--- src/rtl/rc4_encryptor.sv ---
// rtl/rc4_encryptor.sv - RC4 PRGA encryptor: keystream from a key-scheduled S RAM XOR plaintext ROM into cipher RAM.
// Plaintext outside lowercase a-z and space aborts the run with success=0.
module rc4_encryptor #(
    parameter int RAM_WIDTH          = 8,
    parameter int RAM_LENGTH         = 8,
    parameter int MESSAGE_LENGTH     = 32,
    parameter int MESSAGE_LOG_LENGTH = 5
) (
    input  logic                          clk,
    input  logic                          reset,
    input  logic                          start,
    input  logic [RAM_WIDTH-1:0]          sOut,
    output logic [RAM_WIDTH-1:0]          sIn,
    output logic [RAM_LENGTH-1:0]         sAddr,
    output logic                          sWren,
    input  logic [RAM_WIDTH-1:0]          pOut,
    output logic [MESSAGE_LOG_LENGTH-1:0] pAddr,
    output logic [RAM_WIDTH-1:0]          cIn,
    output logic [MESSAGE_LOG_LENGTH-1:0] cAddr,
    output logic                          cWren,
    output logic                          finished,
    output logic                          success
);

    typedef enum logic [3:0] {
        IDLE,
        INC_I,
        READ_SI,
        READ_SJ,
        WRITE_SI,
        WRITE_SJ,
        READ_F,
        WRITE_C,
        DONE_OK,
        DONE_FAIL
    } state_t;

    localparam logic [MESSAGE_LOG_LENGTH-1:0] K_LAST = MESSAGE_LOG_LENGTH'(MESSAGE_LENGTH - 1);
    localparam logic [RAM_WIDTH-1:0] CH_SPACE = RAM_WIDTH'(8'h20);
    localparam logic [RAM_WIDTH-1:0] CH_LO    = RAM_WIDTH'(8'h61);
    localparam logic [RAM_WIDTH-1:0] CH_HI    = RAM_WIDTH'(8'h7A);

    state_t                        state;
    logic [RAM_LENGTH-1:0]         i;
    logic [RAM_LENGTH-1:0]         j;
    logic [RAM_WIDTH-1:0]          si;
    logic [RAM_WIDTH-1:0]          sj;
    logic [MESSAGE_LOG_LENGTH-1:0] k;
    logic                          start_d;

    logic                          start_edge;
    logic                          pt_valid;
    logic [RAM_LENGTH-1:0]         sout_addr;
    logic                          s_wren_raw;
    logic                          c_wren_raw;

    assign start_edge = start & ~start_d;
    assign pt_valid   = (pOut == CH_SPACE) || ((pOut >= CH_LO) && (pOut <= CH_HI));
    assign sout_addr  = RAM_LENGTH'(sOut);

    assign pAddr = k;
    assign cAddr = k;
    assign cIn   = sOut ^ pOut;

    always_ff @(posedge clk) begin
        if (reset) begin
            state   <= IDLE;
            i       <= '0;
            j       <= '0;
            si      <= '0;
            sj      <= '0;
            k       <= '0;
            start_d <= 1'b0;
        end else begin
            start_d <= start;
            case (state)
                IDLE: begin
                    if (start_edge) state <= INC_I;
                end
                INC_I: begin
                    i     <= i + RAM_LENGTH'(1);
                    state <= READ_SI;
                end
                READ_SI: begin
                    si    <= sOut;
                    j     <= j + sout_addr;
                    state <= READ_SJ;
                end
                READ_SJ: begin
                    sj    <= sOut;
                    state <= WRITE_SI;
                end
                WRITE_SI: state <= WRITE_SJ;
                WRITE_SJ: state <= READ_F;
                READ_F:   state <= WRITE_C;
                WRITE_C: begin
                    if (pt_valid && (k < K_LAST)) begin
                        k     <= k + MESSAGE_LOG_LENGTH'(1);
                        state <= INC_I;
                    end else begin
                        // Registers are cleared on the way into either DONE state.
                        i     <= '0;
                        j     <= '0;
                        si    <= '0;
                        sj    <= '0;
                        k     <= '0;
                        state <= pt_valid ? DONE_OK : DONE_FAIL;
                    end
                end
                DONE_OK:   state <= IDLE;
                DONE_FAIL: state <= IDLE;
                default:   state <= IDLE;
            endcase
        end
    end

    always_comb begin
        sAddr      = '0;
        sIn        = '0;
        s_wren_raw = 1'b0;
        c_wren_raw = 1'b0;
        case (state)
            INC_I:   sAddr = i + RAM_LENGTH'(1);
            READ_SI: sAddr = j + sout_addr;
            READ_SJ: sAddr = i;
            WRITE_SI: begin
                s_wren_raw = 1'b1;
                sAddr      = i;
                sIn        = sj;
            end
            WRITE_SJ: begin
                s_wren_raw = 1'b1;
                sAddr      = j;
                sIn        = si;
            end
            READ_F:  sAddr = RAM_LENGTH'(si) + RAM_LENGTH'(sj);
            WRITE_C: c_wren_raw = pt_valid;
            default: ;
        endcase
    end

    // Write enables are gated so an aborting reset never lands a partial swap or byte.
    assign sWren    = s_wren_raw & ~reset;
    assign cWren    = c_wren_raw & ~reset;
    assign finished = ((state == DONE_OK) || (state == DONE_FAIL)) & ~reset;
    assign success  = (state == DONE_OK) & ~reset;

endmodule

--- config.mk ---
export PLATFORM = sky130hd
export DESIGN_NAME = rc4_encryptor
export DESIGN_NICKNAME = d
export VERILOG_FILES = /design/src/rtl/rc4_encryptor.sv
export SDC_FILE = /design/constraint.sdc
export NUM_CORES = 1
export LEC_CHECK = 0
export CAP_MARGIN = 15
export CORE_AREA = 2 2 79 81
export CTS_CLUSTER_SIZE = 28
export DETAILED_ROUTE_END_ITERATION = 16
export DIE_AREA = 0 0 81 83
export GPL_TIMING_DRIVEN = 0
export PLACE_DENSITY = 0.78
export SYNTH_ARGS = -nofsm -noshare
export SYNTH_HDL_FRONTEND = slang
export SYNTH_SLANG_ARGS = --single-unit
--- constraint.sdc ---
create_clock -name clk -period 2.8 [get_ports clk]
set_input_delay 0.42 -clock clk [delete_from_list [all_inputs] [get_ports clk]]
set_output_delay 0.42 -clock clk [all_outputs]
set_load 0.01 [all_outputs]
======== After elaboration in Yosys (flattened, before gate mapping) ========
Index checks and enable logic that the tools add are counted.
storage, ports and cells
  flip-flop bits (word level) ............. 42
  output and inout port bits .............. 38
  word-level logic and storage cells ...... 61
operators by class
  $add $sub $neg .......................... 4
  order comparisons ....................... 3
  equal/unequal tests ..................... 12
  multiplexer cells ....................... 14
  bitwise logic cells ..................... 8
  reduce and logical (&&, ||, !) cells .... 13
operators with widths
  operator             number
  $pmux 8 s2           5
  $pmux 8 s5           1
  $pmux 4 s8           1
  $add 8x8->8          2
  $eq 4x3->1 const B   4
  $add 8x1->8 const B  1
  $eq 4x2->1 const B   2
  $eq 4x4->1 const B   2
  $eq 8x6->1 const B   1
  $ge 8x7->1 const B   1
  $le 8x7->1 const B   1
  $mux 4               2
  $mux 8               1
  $xor 8x8->8          1
  $reduce_and 2->1     3
  $reduce_bool 2->1    3
  $add 5x1->5 const B  1
  $and 1x1->1          5
  $lt 5x5->1 const B   1
  $mux 5               1
  $eq 4x1->1 const B   1
  $logic_not 4->1      1
  $ne 2x2->1 const B   2
  $reduce_or 2->1      2
  other kinds (4)      9

======== Logic depth before layout (Yosys ltp) ========
Gate-level depths: netlist (run 1).
  word-level depth ........................ 6
  mapped depth ............................ 8
  depth with buffers taken out ............ 8

======== Worst setup path after synthesis (run 1) ========
Ideal clock, no wire load.
  path type ............................... input to output
  start point ............................. input port sOut[0]
  end point ............................... output port sAddr[6]
  arrival time ............................ 1836 ps
  data required time ...................... 2380 ps
  setup slack ............................. 544 ps
  cell stages on the path ................. 8
  cells stage by stage .................... ha_1 -> inv_1 -> fa_1 -> nor2b_1 -> o21a_1 -> o21ai_0 -> a311oi_1 -> o211ai_1
between the ends
  cells in the longest elaborated chain, start to end .. 2
RTL lines
  element             RTL line  RTL
  start: declaration  12        input logic [RAM_WIDTH-1:0] sOut,
  $add 8x8->8         124       READ_SI: sAddr = j + sout_addr;
  $pmux 8 s5          122       case (state)
  end: declaration    14        output logic [RAM_LENGTH-1:0] sAddr,
Every way passes these cells.

======== Final worst setup path (run 1) ========
  start point ............................. input port sOut[5]
  end point ............................... output port sAddr[7]
The elaborated chain is that of the path after synthesis.

==> results.py, run 1 <==
metrics = {
    "run_status": {
        "outcome": "finished clean",
    },
    "final_layout": {
        "stdcell_area_mm2": 0.00403,
        "num_antenna_cells": 0,
        "drive_gt1_share_pct": 20.8,
        "utilization_pct": 69.3,
        "final_common_cell": "clkdlybuf4s50_1",
        "final_cell_mix": "clkdlybuf4s50_1, nand2_1, dfxtp_1",
        "areaGrowthSynthToFinish_pct": 37.1,
        "layout.nets": 455,
        "seqCellArea_um2": 858,
        "multi_input_area_mm2": 0.00219,
        "nFillCells": 467,
    },
    "yosys": {
        "ys_ff_latch": 42,
        "ys.flop_type": "dfxtp_1",
        "syn_area_per_cell_um2": 8.40,
        "synth_enable_flop_cells": 0,
        "syn_nets": 387,
        "yosysWarningCount": 0,
        "syn_inst": 350,
        "async_reset_ff_share_pct": 0,
        "synth_top_area_share_pct": 28.6,
        "synth-seq-area-share_pct": 28.6,
        "ys_types": 60,
        "synthTopCellsByArea": "dfxtp_1, ha_1, a22o_1, xor2_1, nand2_1",
        "yosys.area.top_type": "dfxtp_1",
        "syn_area_mm2": 0.00294,
    },
    "worst_setup_path": {
        "cp.required_ns": 2.38,
        "reg2reg_depth": 5,
        "critPathKind": "in2out",
        "r2r-start": "state[0]",
        "cp-start-kind": "input port",
        "max_stage_delay_ns": 0.31,
        "worst-r2r-setup-slack_ns": 0.67,
        "crit_slowest_cell": "a211o_1",
        "path_cells": "clkdlybuf4s15_2, ha_4, nor3_2, o2111ai_2, o211ai_1, xnor3_1, a211o_1, dlygate4sd2_1",
        "cp_max_fo": 5,
        "rr_endpoint": "j[0]",
        "cp.arrival_ns": 2.33,
        "cp-startpoint": "sOut[5]",
        "cp-end-kind": "output pin",
    },
    "die": {
        "core_mm2": 0.00582,
        "io_pins": 57,
        "rows": 28,
        "fp.dieArea_mm2": 0.00672,
        "die_x_um": 81,
        "start_util_pct": 50.6,
        "die_h_um": 83,
    },
    "sta": {
        "hold_viol_final": 0,
        "setup_viol": 0,
        "min_period_ns": 2.75,
        "slew_headroom_pct": 41.1,
        "tightestPinTransition_ns": 0.877,
        "drv_slew": 0,
        "fin_skew_ns": 0.00360,
        "max_freq_mhz": 364,
        "fin_crit_sh_pct": 98.1,
    },
    "grt": {
        "grt_pass1_vias": 2945,
        "grt_pass1_wl_um": 14700,
        "grtUsageTotal_pct": 27.7,
        "antenna_found_initial": 0,
        "overflow": 0,
        "grt_max_degree": 14,
    },
    "placed_design": {
        "dpl.hpwl_um": 6230,
        "place_congestion": 0.878,
        "io_buffer_count": 54,
        "place_area_mm2": 0.00357,
    },
    "pwr": {
        "irDropWorstVdd_v": 0.000272,
        "powerDensity_mw_per_mm2": 446,
        "power.leakage_nw": 1.53,
    },
    "route": {
        "wl_met2_um": 4610,
        "via_per_inst": 6.10,
        "top_layer": "met4",
        "wl_per_cell_um": 18.4,
        "m1WireLength_um": 3820,
        "drc": 0,
        "drtIter0Drc": 178,
        "totalWireLength_um": 9100,
        "vias": 3013,
        "drtPass1Iterations": 5,
        "antenna_left": 0,
        "wl_met3_um": 473,
    },
    "worst_hold_path": {
        "worstHoldPathCells": 3,
        "hold_path_class": "in2reg",
        "min_to": "sj[6]",
        "hold_start": "sOut[6]",
    },
    "clocking": {
        "clk_path_buf_depth": 2,
        "cts_sinks": 42,
        "hold_buffers": 0,
        "root_buffer": "clkbuf_8",
        "clk_pin_slew_ns": 0.09,
        "cts_tree": "done",
        "numCtsBuffers": 5,
        "clkLatencyLatePin_ns": 0.30,
        "h-tree-depth": 2,
    },
    "run": {
        "drv_cap": 0,
    },
}
==> layout make-up <==
class                      instances  share of cell area (%)
buffer                            21                    3.42
clock buffer                       6                    2.05
clock inverter                     2                    1.49
inverter                           9                   0.838
multi-input combinational        276                    54.4
sequential                        42                    21.3
tap                               75                    2.33
timing repair buffer              63                    14.2
==> power by group <==
group | leakage [nW] | total, mW | internal, mW | switching (mW)
combinational | 1.11 | 0.507 | 0.244 | 0.263
clock | 0.0714 | 0.608 | 0.381 | 0.228
sequential | 0.345 | 0.681 | 0.633 | 0.0476
total | 1.53 | 1.80 | 1.26 | 0.538
==> logic make-up (layout without fill, tap and decap cells) <==
logic type	count (synthesis)	count (layout)	share of synthesized area [%]
mux	3	3	1.19
simple gates	128	128	24.5
xor+xnor	20	20	6.43
compound gates	107	107	25.9
fa+ha+maj	18	18	8.17
flops	42	42	28.6
buf+inv	32	101	5.23
==> through the flow <==
stage	setup WS [ns]	hold slack, ns	instances	total power, mW	TNS (ns)
after global placement	-0.735	0.478	479	1.09	-3.37
final	0.0543	0.423	494	1.80	0
after global routing	-0.0200	0.425	494	1.86	-0.0200
after CTS	-0.0975	0.422	491	1.75	-0.0975
after floorplan	0.544	0.458	350	0.935	0
after detailed placement	-0.778	0.486	479	1.10	-3.57
==> synthesized netlist by cell type (6+ instances only) <==
cell and count:
nand3_1 13, a21oi_1 21, nand2_1 33, clkbuf_1 15, nand2b_1 11, xor2_1 15, nor2_1 16, ha_1 16
a22o_1 19, nor2b_1 6, o21ai_0 21, nor3_1 13, o211ai_1 8, dfxtp_1 42, inv_1 9
==> critical path: cells and delay by family <==
| kind | cells | cell delay (ns) |
|---|---|---|
| xor+xnor | 1 | 0.27 |
| buf+inv | 2 | 0.54 |
| simple gates | 1 | 0.22 |
| fa+ha+maj | 1 | 0.21 |
| compound gates | 3 | 0.66 |
==> metal layers <==
metal  track usage, %  up-vias
li1                 -     1446
met1             35.7     1448
met2             45.2      100
met3             4.46       19
met4             11.4        0
met5                0        -
==> what timing repair did <==
action / in CTS / in global routing
resized for setup: 60 / 47
pin swaps: 4 / 11
setup endpoints to repair: 17 / 16
setup buffers: 6 / 3
==> registers in the layout, summed over array words and instances, names as in the netlist <==
name and cells:
sj 8, i 8, j 8, cAddr 5
state 4, start_d 1, si 8
==> worst max path at each step <==
stage,end,slack [ns],depth (start not counted)
floorplan,sAddr[6],0.54,8
global placement,sAddr[6],-0.73,10
detailed placement,sAddr[6],-0.78,10
CTS,sAddr[6],-0.1,9
global route,sAddr[7],-0.02,8
finish,sAddr[7],0.05,8
Power figures use the tool's default switching activity.
==> run 2: changes to the inputs <==
--- a/config.mk
+++ b/config.mk
@@ -7,10 +7,8 @@
 export LEC_CHECK = 0
 export CAP_MARGIN = 15
 export CORE_AREA = 2 2 79 81
-export CTS_CLUSTER_SIZE = 28
 export DETAILED_ROUTE_END_ITERATION = 16
 export DIE_AREA = 0 0 81 83
-export GPL_TIMING_DRIVEN = 0
 export PLACE_DENSITY = 0.78
 export SYNTH_ARGS = -nofsm -noshare
 export SYNTH_HDL_FRONTEND = slang
==> results.py, run 2 (synthesis gave the netlist of run 1 again) <==
metrics = {
    "final_layout": {
        "areaGrowthSynthToFinish_pct": 40.1,
        "stdcell_area_mm2": 0.00412,
        "num_antenna_cells": 0,
        "final_cells": 526,
        "final_cell_mix": "buf_4, clkdlybuf4s50_1, dfxtp_1",
        "final_common_cell": "buf_4",
        "layout.nets": 487,
        "drive_gt1_share_pct": 22.6,
    },
    "die": {
        "die_h_um": 83,
        "die_x_um": 81,
        "core_mm2": 0.00582,
        "io_pins": 57,
        "start_util_pct": 50.6,
        "fp.dieArea_mm2": 0.00672,
        "rows": 28,
    },
    "clocking": {
        "h-tree-depth": 2,
        "cts_sinks": 42,
        "clkLatencyLatePin_ns": 0.31,
        "clk_path_buf_depth": 2,
        "cts_tree": "done",
        "hold_buffers": 0,
        "numCtsBuffers": 5,
        "clk_pin_slew_ns": 0.10,
        "root_buffer": "clkbuf_8",
    },
    "grt": {
        "grtUsageTotal_pct": 27.4,
        "grt_max_degree": 23,
        "grt_pass1_wl_um": 14600,
        "antenna_found_initial": 0,
        "overflow": 0,
        "grt_pass1_vias": 3002,
    },
    "worst_hold_path": {
        "min_to": "cAddr[4]",
        "hold_path_class": "reg2reg",
        "worstHoldPathCells": 2,
        "hold_start": "cAddr[4]",
    },
    "route": {
        "wl_per_cell_um": 17.3,
        "totalWireLength_um": 9090,
        "drtIter0Drc": 270,
        "vias": 3083,
        "drtPass1Iterations": 4,
        "via_per_inst": 5.86,
        "antenna_left": 0,
        "drc": 0,
    },
    "sta": {
        "setup_ws_ns": 0.0994,
        "slew_headroom_pct": 32.8,
        "drv_slew": 0,
        "setup_viol": 0,
        "rsz0062_at_grt": "no",
        "fin_crit_sh_pct": 96.5,
        "fin_skew_ns": 0.0104,
        "tns_ns": 0,
        "hold_viol_final": 0,
        "max_freq_mhz": 370,
        "min_period_ns": 2.70,
        "tightestPinTransition_ns": 1.00,
    },
    "worst_setup_path": {
        "cp-startpoint": "si[0]",
        "path_cells": "ha_2, fa_1, buf_4, xor2_1, a22oi_1, o2111ai_1, dlygate4sd2_1",
        "critPathKind": "reg2out",
        "path_buf_inv": 2,
        "r2r-start": "state[0]",
        "cp.arrival_ns": 2.28,
        "crit_family": "adder cells",
        "reg2reg_depth": 6,
        "cp-end-kind": "output pin",
        "cp_max_fo": 3,
        "crit_slowest_cell": "fa_1",
        "cp-start-kind": "flop",
        "rr_endpoint": "sj[0]",
        "worst-r2r-setup-slack_ns": 0.82,
        "max_stage_delay_ns": 0.40,
        "cp.required_ns": 2.38,
    },
    "pwr": {
        "p_sw_share_pct": 31.4,
        "clkPwrFrac_pct": 29.9,
        "pwr-share-seq_pct": 39.5,
        "power.leakage_nw": 1.67,
        "irDropWorstVdd_v": 0.000264,
        "powerDensity_mw_per_mm2": 416,
        "total_power_mw": 1.71,
        "p_int_mw": 1.17,
        "switching_power_mw": 0.538,
        "comb_power_share_pct": 30.6,
    },
    "placed_design": {
        "pre_cts_ws_ns": -0.567,
        "place_area_mm2": 0.00391,
        "place_congestion": 0.904,
        "placedCellCount": 514,
        "dpl.hpwl_um": 6920,
        "io_buffer_count": 56,
    },
    "run": {
        "drv_cap": 0,
    },
    "run_status": {
        "outcome": "finished clean",
    },
}
[run 2: cell types whose count changed in the layout (fill, tap and decap cells not counted), moves of 4 or more]
cell	change
buf_4	+41
clkbuf_1	-7
clkbuf_2	-5
dfxtp_1	+5
dlygate4sd2_1	+4
ha_4	-4
[run 2: cell type report]
type | count | area [µm²]
well taps | 75 | 93.8
flip-flops and latches | 42 | 847
repair buffers | 116 | 1000
fillers | 483 | 1700
inverters | 9 | 33.8
clock buffers | 5 | 68.8
clock inverters | 3 | 48.8
multi-input cells | 276 | 2030
[run 2: per-stage QoR]
step	util [%]	hold WS, ns
5_1_grt	70.8	0.527
6_report	70.8	0.498
3_3_place_gp	67.2	0.476
4_1_cts	69.9	0.500
2_1_floorplan	-	0.458
3_5_place_dp	67.2	0.486
[run 2: power by group through the flow]
stage | Sequential [mW] | Combinational [mW] | Clock [mW]
after CTS | 0.673 | 0.510 | 0.518
after global routing | 0.681 | 0.565 | 0.542
after floorplan | 0.669 | 0.266 | 0
after global placement | 0.684 | 0.492 | 0
after detailed placement | 0.685 | 0.500 | 0
final | 0.676 | 0.525 | 0.512
[run 2: worst max-delay path by stage]
stage / endpoint / cells past startpoint / slack [ns]
6_report: sAddr[2] / 7 / 0.1
5_1_grt: sAddr[6] / 11 / 0.004
4_1_cts: sAddr[3] / 6 / 0.007
3_5_place_dp: sAddr[6] / 10 / -0.57
3_3_place_gp: sAddr[6] / 10 / -0.55
2_1_floorplan: sAddr[6] / 8 / 0.54
[run 2: worst min-delay path, delay by kind of cell (launching register included)]
kind	cells	cell delay [ns]
flip-flops	1	0.34
AND/OR/NAND/NOR	1	0.06
AO/OA/AOI/OAI	1	0.05
[run 2: what timing repair did]
action                     CTS  global route
hold endpoints to repair     0             0
gates resized for setup     29            17
pin swaps                    4             4
buffers inserted             2             2
setup endpoints to repair   14            10
cloned                       0             0
[run 2: routing by layer]
metal	track usage (%)	up-vias	routed length, µm
li1	-	1508	-
met4	6.78	0	170
met1	34.1	1466	3870
met3	3.37	13	346
met2	49.1	96	4700
met5	0	-	0
